### config.mk
export PLATFORM = sky130hd
export DESIGN_NAME = mmio_uart_tx_flat
export DESIGN_NICKNAME = d
export VERILOG_FILES = /design/src/rtl/mmio_uart_tx_pkg.sv /design/src/rtl/mmio_uart_tx_if.sv /design/src/rtl/mmio_uart_tx_sync_fifo.sv /design/src/rtl/mmio_uart_tx.sv /design/src/flat_wrapper.sv
export SDC_FILE = /design/constraint.sdc
export NUM_CORES = 1
export LEC_CHECK = 0
export CAP_MARGIN = 40
export CORE_ASPECT_RATIO = 0.7
export CORE_UTILIZATION = 45
export CTS_BUF_LIST = sky130_fd_sc_hd__clkbuf_8
export DETAILED_ROUTE_END_ITERATION = 12
export PLACE_DENSITY = 0.69
export SLEW_MARGIN = 10
export SYNTH_ARGS = -nofsm -noshare
export SYNTH_HDL_FRONTEND = slang
export SYNTH_SLANG_ARGS = --single-unit
### constraint.sdc
create_clock -name clk -period 3.98 [get_ports clk]
set_input_delay 0.398 -clock clk [delete_from_list [all_inputs] [get_ports clk]]
set_output_delay 0.398 -clock clk [all_outputs]
set_load 0.01 [all_outputs]
### src/rtl/mmio_uart_tx_pkg.sv
// Shared definitions for the memory-mapped UART transmitter:
// register offsets, STATUS bit positions and FSM states.
package mmio_uart_tx_pkg;

    localparam logic [1:0] OFF_TXDATA = 2'd0;
    localparam logic [1:0] OFF_STATUS = 2'd1;
    localparam logic [1:0] OFF_DIV    = 2'd2;

    localparam int ST_EMPTY = 0;
    localparam int ST_FULL  = 1;
    localparam int ST_BUSY  = 2;
    localparam int ST_OVF   = 3;

    typedef enum logic [1:0] {
        S_IDLE,
        S_START,
        S_DATA,
        S_STOP
    } tx_state_e;

endpackage

### src/rtl/mmio_uart_tx_if.sv
// Data-path load/store bus as seen by the UART window.
// The CPU side is the master; the peripheral is the slave.
interface mmio_uart_tx_if;

    logic        writeMem;
    logic [31:0] addr;
    logic [31:0] writeData;
    logic        sel;
    logic [31:0] readData;

    modport master (
        output writeMem, addr, writeData,
        input  sel, readData
    );

    modport slave (
        input  writeMem, addr, writeData,
        output sel, readData
    );

endinterface

### src/rtl/mmio_uart_tx_sync_fifo.sv
// Single-clock FIFO with extra-bit pointers; pushes when full
// and pops when empty are ignored.
module sync_fifo #(
    parameter int WIDTH = 8,
    parameter int DEPTH = 8
) (
    input  logic             clk,
    input  logic             rst,
    input  logic             push_i,
    input  logic             pop_i,
    input  logic [WIDTH-1:0] din_i,
    output logic [WIDTH-1:0] dout_o,
    output logic             full_o,
    output logic             empty_o
);

    localparam int AW = $clog2(DEPTH);

    logic [AW:0]      wptr_q;
    logic [AW:0]      rptr_q;
    logic [WIDTH-1:0] mem_q [DEPTH];
    logic             do_push;
    logic             do_pop;

    assign empty_o = (wptr_q == rptr_q);
    assign full_o  = (wptr_q[AW] != rptr_q[AW]) &&
                     (wptr_q[AW-1:0] == rptr_q[AW-1:0]);
    assign do_push = push_i && !full_o;
    assign do_pop  = pop_i && !empty_o;
    assign dout_o  = mem_q[rptr_q[AW-1:0]];

    // Pointer update; reset discards any buffered entries.
    always_ff @(posedge clk or posedge rst) begin
        if (rst) begin
            wptr_q <= '0;
            rptr_q <= '0;
        end else begin
            if (do_push) wptr_q <= wptr_q + 1'b1;
            if (do_pop)  rptr_q <= rptr_q + 1'b1;
        end
    end

    // Storage write; contents need no reset since pointers gate reads.
    always_ff @(posedge clk) begin
        if (do_push) mem_q[wptr_q[AW-1:0]] <= din_i;
    end

endmodule

### src/rtl/mmio_uart_tx.sv
// Memory-mapped 8N1 UART transmitter: address decode, TXDATA/
// STATUS/DIV registers, TX FIFO and the serialising FSM.
module mmio_uart_tx
    import mmio_uart_tx_pkg::*;
#(
    parameter logic [31:0] BASE      = 32'hFFFF_0000,
    parameter int          DEPTH     = 8,
    parameter logic [15:0] DIV_RESET = 16'd433
) (
    input  logic           clk,
    input  logic           rst,
    mmio_uart_tx_if.slave  bus,
    output logic           tx,
    output logic           busy
);

    logic [1:0]  off;
    logic        we;
    logic        push;
    logic        pop;
    logic        fifo_full;
    logic        fifo_empty;
    logic [7:0]  fifo_dout;
    logic [31:0] rdata;
    logic        ovf_q;
    logic [15:0] div_q;
    logic        unused_bits;

    tx_state_e   state_q, state_d;
    logic [7:0]  shift_q, shift_d;
    logic [2:0]  bitcnt_q, bitcnt_d;
    logic [15:0] baudcnt_q, baudcnt_d;
    logic [15:0] reload_q, reload_d;
    logic        tx_q, tx_d;
    logic        bit_end;
    logic        load;

    assign bus.sel     = (bus.addr[31:4] == BASE[31:4]);
    assign off         = bus.addr[3:2];
    assign we          = bus.writeMem && bus.sel;
    assign push        = we && (off == OFF_TXDATA);
    assign unused_bits = ^{bus.addr[1:0], bus.writeData[31:16]};

    sync_fifo #(
        .WIDTH (8),
        .DEPTH (DEPTH)
    ) u_fifo (
        .clk     (clk),
        .rst     (rst),
        .push_i  (push),
        .pop_i   (pop),
        .din_i   (bus.writeData[7:0]),
        .dout_o  (fifo_dout),
        .full_o  (fifo_full),
        .empty_o (fifo_empty)
    );

    // Read mux; anything outside the window or unmapped reads zero.
    always_comb begin
        rdata = '0;
        if (bus.sel) begin
            case (off)
                OFF_STATUS: begin
                    rdata[ST_OVF]   = ovf_q;
                    rdata[ST_BUSY]  = busy;
                    rdata[ST_FULL]  = fifo_full;
                    rdata[ST_EMPTY] = fifo_empty;
                end
                OFF_DIV: rdata[15:0] = div_q;
                default: rdata = '0;
            endcase
        end
    end

    assign bus.readData = rdata;

    // Control registers: sticky overflow flag and baud divider.
    always_ff @(posedge clk or posedge rst) begin
        if (rst) begin
            ovf_q <= 1'b0;
            div_q <= DIV_RESET;
        end else if (we) begin
            if (off == OFF_STATUS)
                ovf_q <= 1'b0;
            else if (off == OFF_TXDATA && fifo_full)
                ovf_q <= 1'b1;
            if (off == OFF_DIV)
                div_q <= bus.writeData[15:0];
        end
    end

    // Serialiser state; tx returns high immediately on reset.
    always_ff @(posedge clk or posedge rst) begin
        if (rst) begin
            state_q   <= S_IDLE;
            shift_q   <= '0;
            bitcnt_q  <= '0;
            baudcnt_q <= '0;
            reload_q  <= '0;
            tx_q      <= 1'b1;
        end else begin
            state_q   <= state_d;
            shift_q   <= shift_d;
            bitcnt_q  <= bitcnt_d;
            baudcnt_q <= baudcnt_d;
            reload_q  <= reload_d;
            tx_q      <= tx_d;
        end
    end

    assign bit_end = (baudcnt_q == reload_q);

    // Frame sequencing; each bit reloads its length from DIV.
    always_comb begin
        state_d   = state_q;
        shift_d   = shift_q;
        bitcnt_d  = bitcnt_q;
        baudcnt_d = baudcnt_q;
        reload_d  = reload_q;
        tx_d      = tx_q;
        load      = 1'b0;
        unique case (state_q)
            S_IDLE: begin
                load = !fifo_empty;
            end
            S_START: begin
                if (bit_end) begin
                    tx_d      = shift_q[0];
                    shift_d   = {1'b0, shift_q[7:1]};
                    state_d   = S_DATA;
                    baudcnt_d = '0;
                    reload_d  = div_q;
                end else begin
                    baudcnt_d = baudcnt_q + 16'd1;
                end
            end
            S_DATA: begin
                if (bit_end) begin
                    baudcnt_d = '0;
                    reload_d  = div_q;
                    if (bitcnt_q == 3'd7) begin
                        tx_d    = 1'b1;
                        state_d = S_STOP;
                    end else begin
                        tx_d     = shift_q[0];
                        shift_d  = {1'b0, shift_q[7:1]};
                        bitcnt_d = bitcnt_q + 3'd1;
                    end
                end else begin
                    baudcnt_d = baudcnt_q + 16'd1;
                end
            end
            S_STOP: begin
                if (bit_end) begin
                    baudcnt_d = '0;
                    load      = !fifo_empty;
                    if (fifo_empty) state_d = S_IDLE;
                end else begin
                    baudcnt_d = baudcnt_q + 16'd1;
                end
            end
            default: state_d = S_IDLE;
        endcase
        if (load) begin
            shift_d   = fifo_dout;
            tx_d      = 1'b0;
            state_d   = S_START;
            bitcnt_d  = '0;
            baudcnt_d = '0;
            reload_d  = div_q;
        end
    end

    assign pop  = load;
    assign tx   = tx_q;
    assign busy = (state_q != S_IDLE) || !fifo_empty;

endmodule

### src/flat_wrapper.sv
// flat-port wrapper written by rule: the top's interface ports become plain ports
module mmio_uart_tx_flat import mmio_uart_tx_pkg::*;
#(
    parameter logic [31:0] BASE      = 32'hFFFF_0000,
    parameter int          DEPTH     = 8,
    parameter logic [15:0] DIV_RESET = 16'd433
)
  (clk, rst, tx, busy, bus_writeMem, bus_addr, bus_writeData, bus_sel, bus_readData);
  mmio_uart_tx_if bus_i ();
  input  logic clk;
  input  logic rst;
  output logic tx;
  output logic busy;
  input wire logic [$bits(bus_i.writeMem)-1:0] bus_writeMem;
  input wire logic [$bits(bus_i.addr)-1:0] bus_addr;
  input wire logic [$bits(bus_i.writeData)-1:0] bus_writeData;
  output wire logic [$bits(bus_i.sel)-1:0] bus_sel;
  output wire logic [$bits(bus_i.readData)-1:0] bus_readData;
  assign bus_i.writeMem = bus_writeMem;
  assign bus_i.addr = bus_addr;
  assign bus_i.writeData = bus_writeData;
  assign bus_sel = bus_i.sel;
  assign bus_readData = bus_i.readData;
  mmio_uart_tx #(.BASE(BASE), .DEPTH(DEPTH), .DIV_RESET(DIV_RESET)) u_core (.clk(clk), .rst(rst), .bus(bus_i), .tx(tx), .busy(busy));
endmodule
==> flow_summary.json, run 1 <==
{
  "grt_overflow": 0,
  "period_needed_ns": 3.20,
  "p_leak_uw": 0.00315,
  "synth_largest_area_cell": "edfxtp_1",
  "seq_power_share_pct": 54.3,
  "vias": 4169,
  "netlist_top_cells_area": "edfxtp_1 (29%), dfrtp_1 (25%), mux4_2 (5.5%)",
  "cts_root_buf": "clkbuf_8",
  "fin_setup_tns_ns": 0,
  "worstSetupPathType": "reg2out",
  "diodes": 0,
  "power.internal_uw": 2090,
  "netlist_top_cells_count": "dfrtp_1 (65), edfxtp_1 (64), mux2_2 (31), nor2_1 (31)",
  "synth_cells": 485,
  "yosysWarnings": 0,
  "die_x_um": 146,
  "synth_top_area_share_pct": 29.5,
  "first_global_vias": 3967,
  "clk_path_buf_depth": 2,
  "num_rows": 36,
  "cts_hold_buf": 0,
  "cts_setup_buffers": 0,
  "max_cap_viol_count": 0,
  "synth.most_common_cell": "dfrtp_1",
  "ys_types": 53,
  "drtIter0Drc": 287,
  "synth_edf_count": 64,
  "status": "finished clean",
  "drv_slew": 0,
  "crit_path_end_kind": "output pin",
  "drc": 0,
  "synthFlopType": "dfrtp_1",
  "firstDrtPassIters": 5,
  "final_hold_viol_count": 0,
  "max_clock_freq_mhz": 312,
  "cp-start-kind": "register",
  "finalWeightedCongestion": 0.791,
  "cp_max_fo": 20,
  "clock_power_share_pct": 41.0,
  "async_flop_share_pct": 52.6,
  "period_share_pct": 80.5,
  "area_growth_pct": 19.3,
  "avgSynthCellArea_um2": 13.4,
  "fillers": 1141,
  "cts_resized": 0,
  "rsz0062_at_grt": "no",
  "grt_max_degree": 49,
  "final_layout_size_suffix_gt1_share_pct": 20.9,
  "numCtsBuffers": 17,
  "dp.cells": 738,
  "wl_um": 13500,
  "finalClockSkew_ns": 0.0117,
  "grt_pass1_wl_um": 21700,
  "via_per_inst": 5.42,
  "cts_tree": "yes",
  "final_nets": 650,
  "switching_share_pct": 22.9,
  "setup_viol": 0,
  "synth_area_um2": 6520,
  "fp.dieH_um": 103,
  "hp-class": "in2async",
  "path_clk_slew_ns": 0.08,
  "synth-seq-cells": 135,
  "port_buffers": 67,
  "vdd_ir_drop_max_v": 0.000192,
  "p_per_area_nw_per_um2": 349,
  "core_area_um2": 14000,
  "worstPathArrival_ns": 2.81,
  "relSlewSlack_pct": 42.5,
  "p_comb_share_pct": 4.8,
  "p_switching_uw": 622,
  "instances_no_fill": 769,
  "routedWlPerCell_um": 17.6,
  "insertion_delay_ns": 0.45,
  "grtUsageTotal_pct": 19.5,
  "clkSinkCount": 135,
  "ioPinCount": 102,
  "ant_nets": 0,
  "hpwl_um": 9350,
  "htree_levels": 4,
  "start_util_pct": 46.5,
  "die_area_um2": 15000,
  "ys_seq_area_share_pct": 56.9,
  "cp.required_ns": 3.58,
  "tightestPinTransition_ns": 0.863,
  "antenna_found_initial": 0
}
routing by layer:
metal	wire (um)	up-vias	track usage, %
li1	-	1928	-
met1	6620	2092	28.3
met2	6120	134	28.9
met3	633	15	3.94
met4	165	0	7.29
met5	0	-	0
placed cells by master (no fill, tap or decap), types with 19 or more instances in the layout:
cell type        synthesis  final
dfrtp_1                 65     65
edfxtp_1                64     64
xnor2_1                 20     20
nor2_1                  31     31
clkdlybuf4s50_1          0     67
mux2_2                  31     31
buf_4                   19     19
a21oi_1                 19     19
o21ai_0                 20     20
layout make-up:
class,count,area (um2),area share (%)
clock buffers,17,234,3.01
clock inverters,14,150,1.93
inverters,8,30.0,0.386
multi-input cells,319,2600,33.5
flip-flops and latches,135,3710,47.7
well taps,190,238,3.06
repair buffers,86,813,10.5
registers in the layout (all words and copies together) (netlist names), 2 cells and up:
signal	cells
u_core.baudcnt_q	16
u_core.state_q	2
u_core.shift_q	8
u_core.u_fifo.mem_q	64
u_core.bitcnt_q	3
u_core.u_fifo.rptr_q	4
u_core.reload_q	16
u_core.div_q	16
u_core.u_fifo.wptr_q	4
power by group through the flow:
stage          Clock, uW  Combinational, uW  Sequential (uW)
2_1_floorplan          0               70.6             1500
3_3_place_gp           0                128             1500
3_5_place_dp           0                132             1500
4_1_cts             1130                131             1470
5_1_grt             1200                144             1470
6_report            1110                129             1470
stage by stage:
stage               power (uW)  setup WS [ns]  utilization (%)  hold WS (ns)  cell area, um2
detailed placement        1630          0.729             52.8         0.473            7390
CTS                       2740          0.758             55.5         0.297            7770
finish                    2710          0.776             55.5         0.288            7770
global route              2820          0.652             55.5         0.349            7770
floorplan                 1570           1.11                -         0.449            6580
global placement          1630          0.799             52.8         0.461            7390
path summary, 6_finish.rpt:
check | start | endpoint | slack (ns) | depth (start not counted)
setup / recovery | u_core.u_fifo.rptr_q[1]$_DFFE_PP0P_ | bus_readData[2] | 0.78 | 7
hold / removal | rst | u_core.baudcnt_q[10]$_DFFE_PP0P_ | 0.29 | 2
setup reg to reg | u_core.state_q[0]$_DFFE_PP0P_ | u_core.state_q[1]$_DFFE_PP0P_ | 1.07 | 8
hold reg to reg | u_core.u_fifo.wptr_q[3]$_DFFE_PP0P_ | u_core.u_fifo.wptr_q[3]$_DFFE_PP0P_ | 0.49 | 1
max in group asynchronous | rst | u_core.div_q[10]$_DFFE_PP0P_ | 2.68 | 3
min in group clk | u_core.u_fifo.wptr_q[3]$_DFFE_PP0P_ | u_core.u_fifo.wptr_q[3]$_DFFE_PP0P_ | 0.49 | 1
critical path: stages (launching register included):
cell and delay (ns):
dfrtp_1 0.36, buf_4 0.22, xor2_1 0.24, nor4_2 0.60
nand2_1 0.19, a22oi_1 0.19, nor2_1 0.06, clkdlybuf4s50_1 0.49
cell families after synthesis:
kind of cell    share of synthesized area [%]
flops                                    56.9
simple gates                             11.7
mux                                      15.0
compound gates                           5.55
buf+inv                                  4.07
xor+xnor                                 3.63
fa+ha+maj                                3.07
other cells                            0.0575
No activity file was read; power rests on OpenSTA's default activity.
==> run 2: changes to the inputs <==
--- a/config.mk
+++ b/config.mk
@@ -10,7 +10,7 @@
 export CORE_UTILIZATION = 45
 export CTS_BUF_LIST = sky130_fd_sc_hd__clkbuf_8
 export DETAILED_ROUTE_END_ITERATION = 12
-export PLACE_DENSITY = 0.69
+export PLACE_DENSITY = 0.71
 export SLEW_MARGIN = 10
 export SYNTH_ARGS = -nofsm -noshare
 export SYNTH_HDL_FRONTEND = slang
==> constraint.sdc (replaced) <==
create_clock -name clk -period 2.84 [get_ports clk]
set_input_delay 0.284 -clock clk [delete_from_list [all_inputs] [get_ports clk]]
set_output_delay 0.284 -clock clk [all_outputs]
set_load 0.01 [all_outputs]
==> run 2 against run 1 <==
Cell count grew 0.78%. Power up 42%. Sequential share of layout area fell by 0.60 points. Critical endpoint is now bus_readData[5]. Highest routed layer unchanged.
==> flow_summary.json, run 2 (synthesis results as in run 1) <==
{
  "status": "finished clean",
  "port_buffers": 67,
  "firstDrtPassIters": 5,
  "finalClockSkew_ns": 0.0141,
  "crit_path_end_kind": "output pin",
  "hpwl_um": 9600,
  "fp.dieH_um": 103,
  "grtUsageTotal_pct": 19.4,
  "ff2ff_setup_slack_ns": 0.33,
  "largest_reg_flops": 64,
  "power.total_uw": 3870,
  "worstSetupPathType": "in2out",
  "cp.required_ns": 2.56,
  "fillers": 1116,
  "htree_levels": 4,
  "drv_slew": 0,
  "max_clock_freq_mhz": 363,
  "hp-class": "in2async",
  "ioPinCount": 102,
  "path_buf_inv": 4,
  "insertion_delay_ns": 0.44,
  "vdd_ir_drop_max_v": 0.000316,
  "final_nets": 655,
  "cp_max_fo": 14,
  "drtIter0Drc": 356,
  "crit_family": "buffers and inverters",
  "via_per_inst": 5.45,
  "routedWlPerCell_um": 17.4,
  "dp.cells": 743,
  "drc": 0,
  "slowest_delay_ns": 0.55,
  "path_depth": 8,
  "wl_um": 13500,
  "layout_commonest_cell": "edfxtp_1",
  "ant_nets": 0,
  "cp-start-kind": "input port",
  "grt_max_degree": 45,
  "area_growth_pct": 20.9,
  "instances_no_fill": 775,
  "cts_setup_buffers": 0,
  "period_share_pct": 96.9,
  "relSlewSlack_pct": 55.3,
  "hold_slack_ns": 0.241,
  "num_rows": 36,
  "grt_overflow": 0,
  "critPathSlowestCell": "clkdlybuf4s50_1",
  "rsz0062_at_grt": "no",
  "r2r_cells": 7,
  "numCtsBuffers": 17,
  "finalWorstSetupSlack_ns": 0.0874,
  "vias": 4227,
  "timing.critical_path.cells": "clkdlybuf4s50_1, nor4_2, nand4_1, nor4_4, buf_4, buf_12, and3_1, clkdlybuf4s50_1",
  "finalWeightedCongestion": 0.801,
  "antenna_found_initial": 0,
  "final_cell_mix": "edfxtp_1 (64), clkdlybuf4s50_1 (63), dfrtp_1 (63)",
  "cts_root_buf": "clkbuf_8",
  "start_util_pct": 46.5,
  "p_per_area_nw_per_um2": 491,
  "first_global_vias": 4162,
  "cp_common_cell": "clkdlybuf4s50_1",
  "clkSinkCount": 135,
  "period_needed_ns": 2.75,
  "die_x_um": 146,
  "worstPathArrival_ns": 2.47,
  "final_layout_size_suffix_gt1_share_pct": 22.6,
  "max_cap_viol_count": 0,
  "clk_path_buf_depth": 2,
  "reg2reg_from": "u_core.u_fifo.wptr_q[1]$_DFFE_PP0P_",
  "diodes": 0,
  "grt_pass1_wl_um": 22000,
  "final_hold_viol_count": 0,
  "tightestPinTransition_ns": 0.669,
  "rr_endpoint": "u_core.u_fifo.mem_q[5][6]$_DFFE_PP_",
  "die_area_um2": 15000,
  "core_area_um2": 14000,
  "cts_tree": "yes",
  "pre_cts_ws_ns": -0.0328,
  "p_leak_uw": 0.00327,
  "setup_viol": 0,
  "path_clk_slew_ns": 0.09
}
run 2: cell count changes in the layout (fill, tap and decap cells not counted), moves of 2 or more:
cell             previous run  this run
buf_12                      0         2
buf_4                      19        22
clkdlybuf4s50_1            67        63
clkinv_4                    4         1
dfrtp_1                    65        63
dfrtp_2                     0         2
dlymetal6s2s_1              0         4
inv_8                       0         6
run 2: worst max path at each step:
| stage | start | to | slack [ns] |
|---|---|---|---|
| 2_1_floorplan | u_core.u_fifo.rptr_q[0]$_DFFE_PP0P_ | u_core.u_fifo.mem_q[6][0]$_DFFE_PP_ | 0.07 |
| 3_3_place_gp | bus_addr[9] | u_core.u_fifo.mem_q[6][4]$_DFFE_PP_ | 0.03 |
| 3_5_place_dp | bus_addr[9] | u_core.u_fifo.mem_q[5][6]$_DFFE_PP_ | -0.03 |
| 4_1_cts | bus_addr[9] | bus_readData[1] | 0.007 |
| 5_1_grt | bus_addr[10] | bus_readData[5] | 0.01 |
| 6_report | bus_addr[9] | bus_readData[5] | 0.09 |
run 2: layer usage:
layer  vias up  global-route usage [%]  share of wire, %
met5         -                       0                 0
li1       1938                       -                 -
met2       157                    32.0                47
met3         8                    4.25               6.0
met1      2124                    26.5                46
met4         0                    4.86              0.45
run 2: metrics by stage:
| stage | cell area (um2) | utilization [%] | TNS, ns |
|---|---|---|---|
| floorplan | 6580 | - | 0 |
| global placement | 7450 | 53.2 | 0 |
| detailed placement | 7450 | 53.2 | -0.326 |
| CTS | 7860 | 56.1 | 0 |
| global route | 7880 | 56.3 | 0 |
| finish | 7880 | 56.3 | 0 |
run 2: final cells by class:
type	instances	area (um2)	share of cell area, %
clock buffer	17	234	2.97
clock inverter	15	174	2.21
inverter	8	30.0	0.381
multi-input combinational	319	2610	33.1
sequential	135	3710	47.1
tap	190	238	3.02
timing repair buffer	91	886	11.2
run 2: what timing repair did:
action / 4_1_cts / 5_1_grt
hold endpoints to repair: 0 / 0
gates resized for setup: 0 / 7
hold buffers: 0 / 0
endpoints found under the setup margin: 0 / 16
run 2: power by group:
group	switching, uW	internal [uW]
registers	6.39	2060
clock network	866	749
logic	91.0	94.8
run 2: worst register-to-register path, stage by stage (launching register included):
cell and delay [ns]:
dfrtp_2 0.48, xor2_1 0.31, nor3_1 0.10, and2_1 0.23
nand4b_1 0.28, or2_2 0.35, nor3b_1 0.24, buf_4 0.23
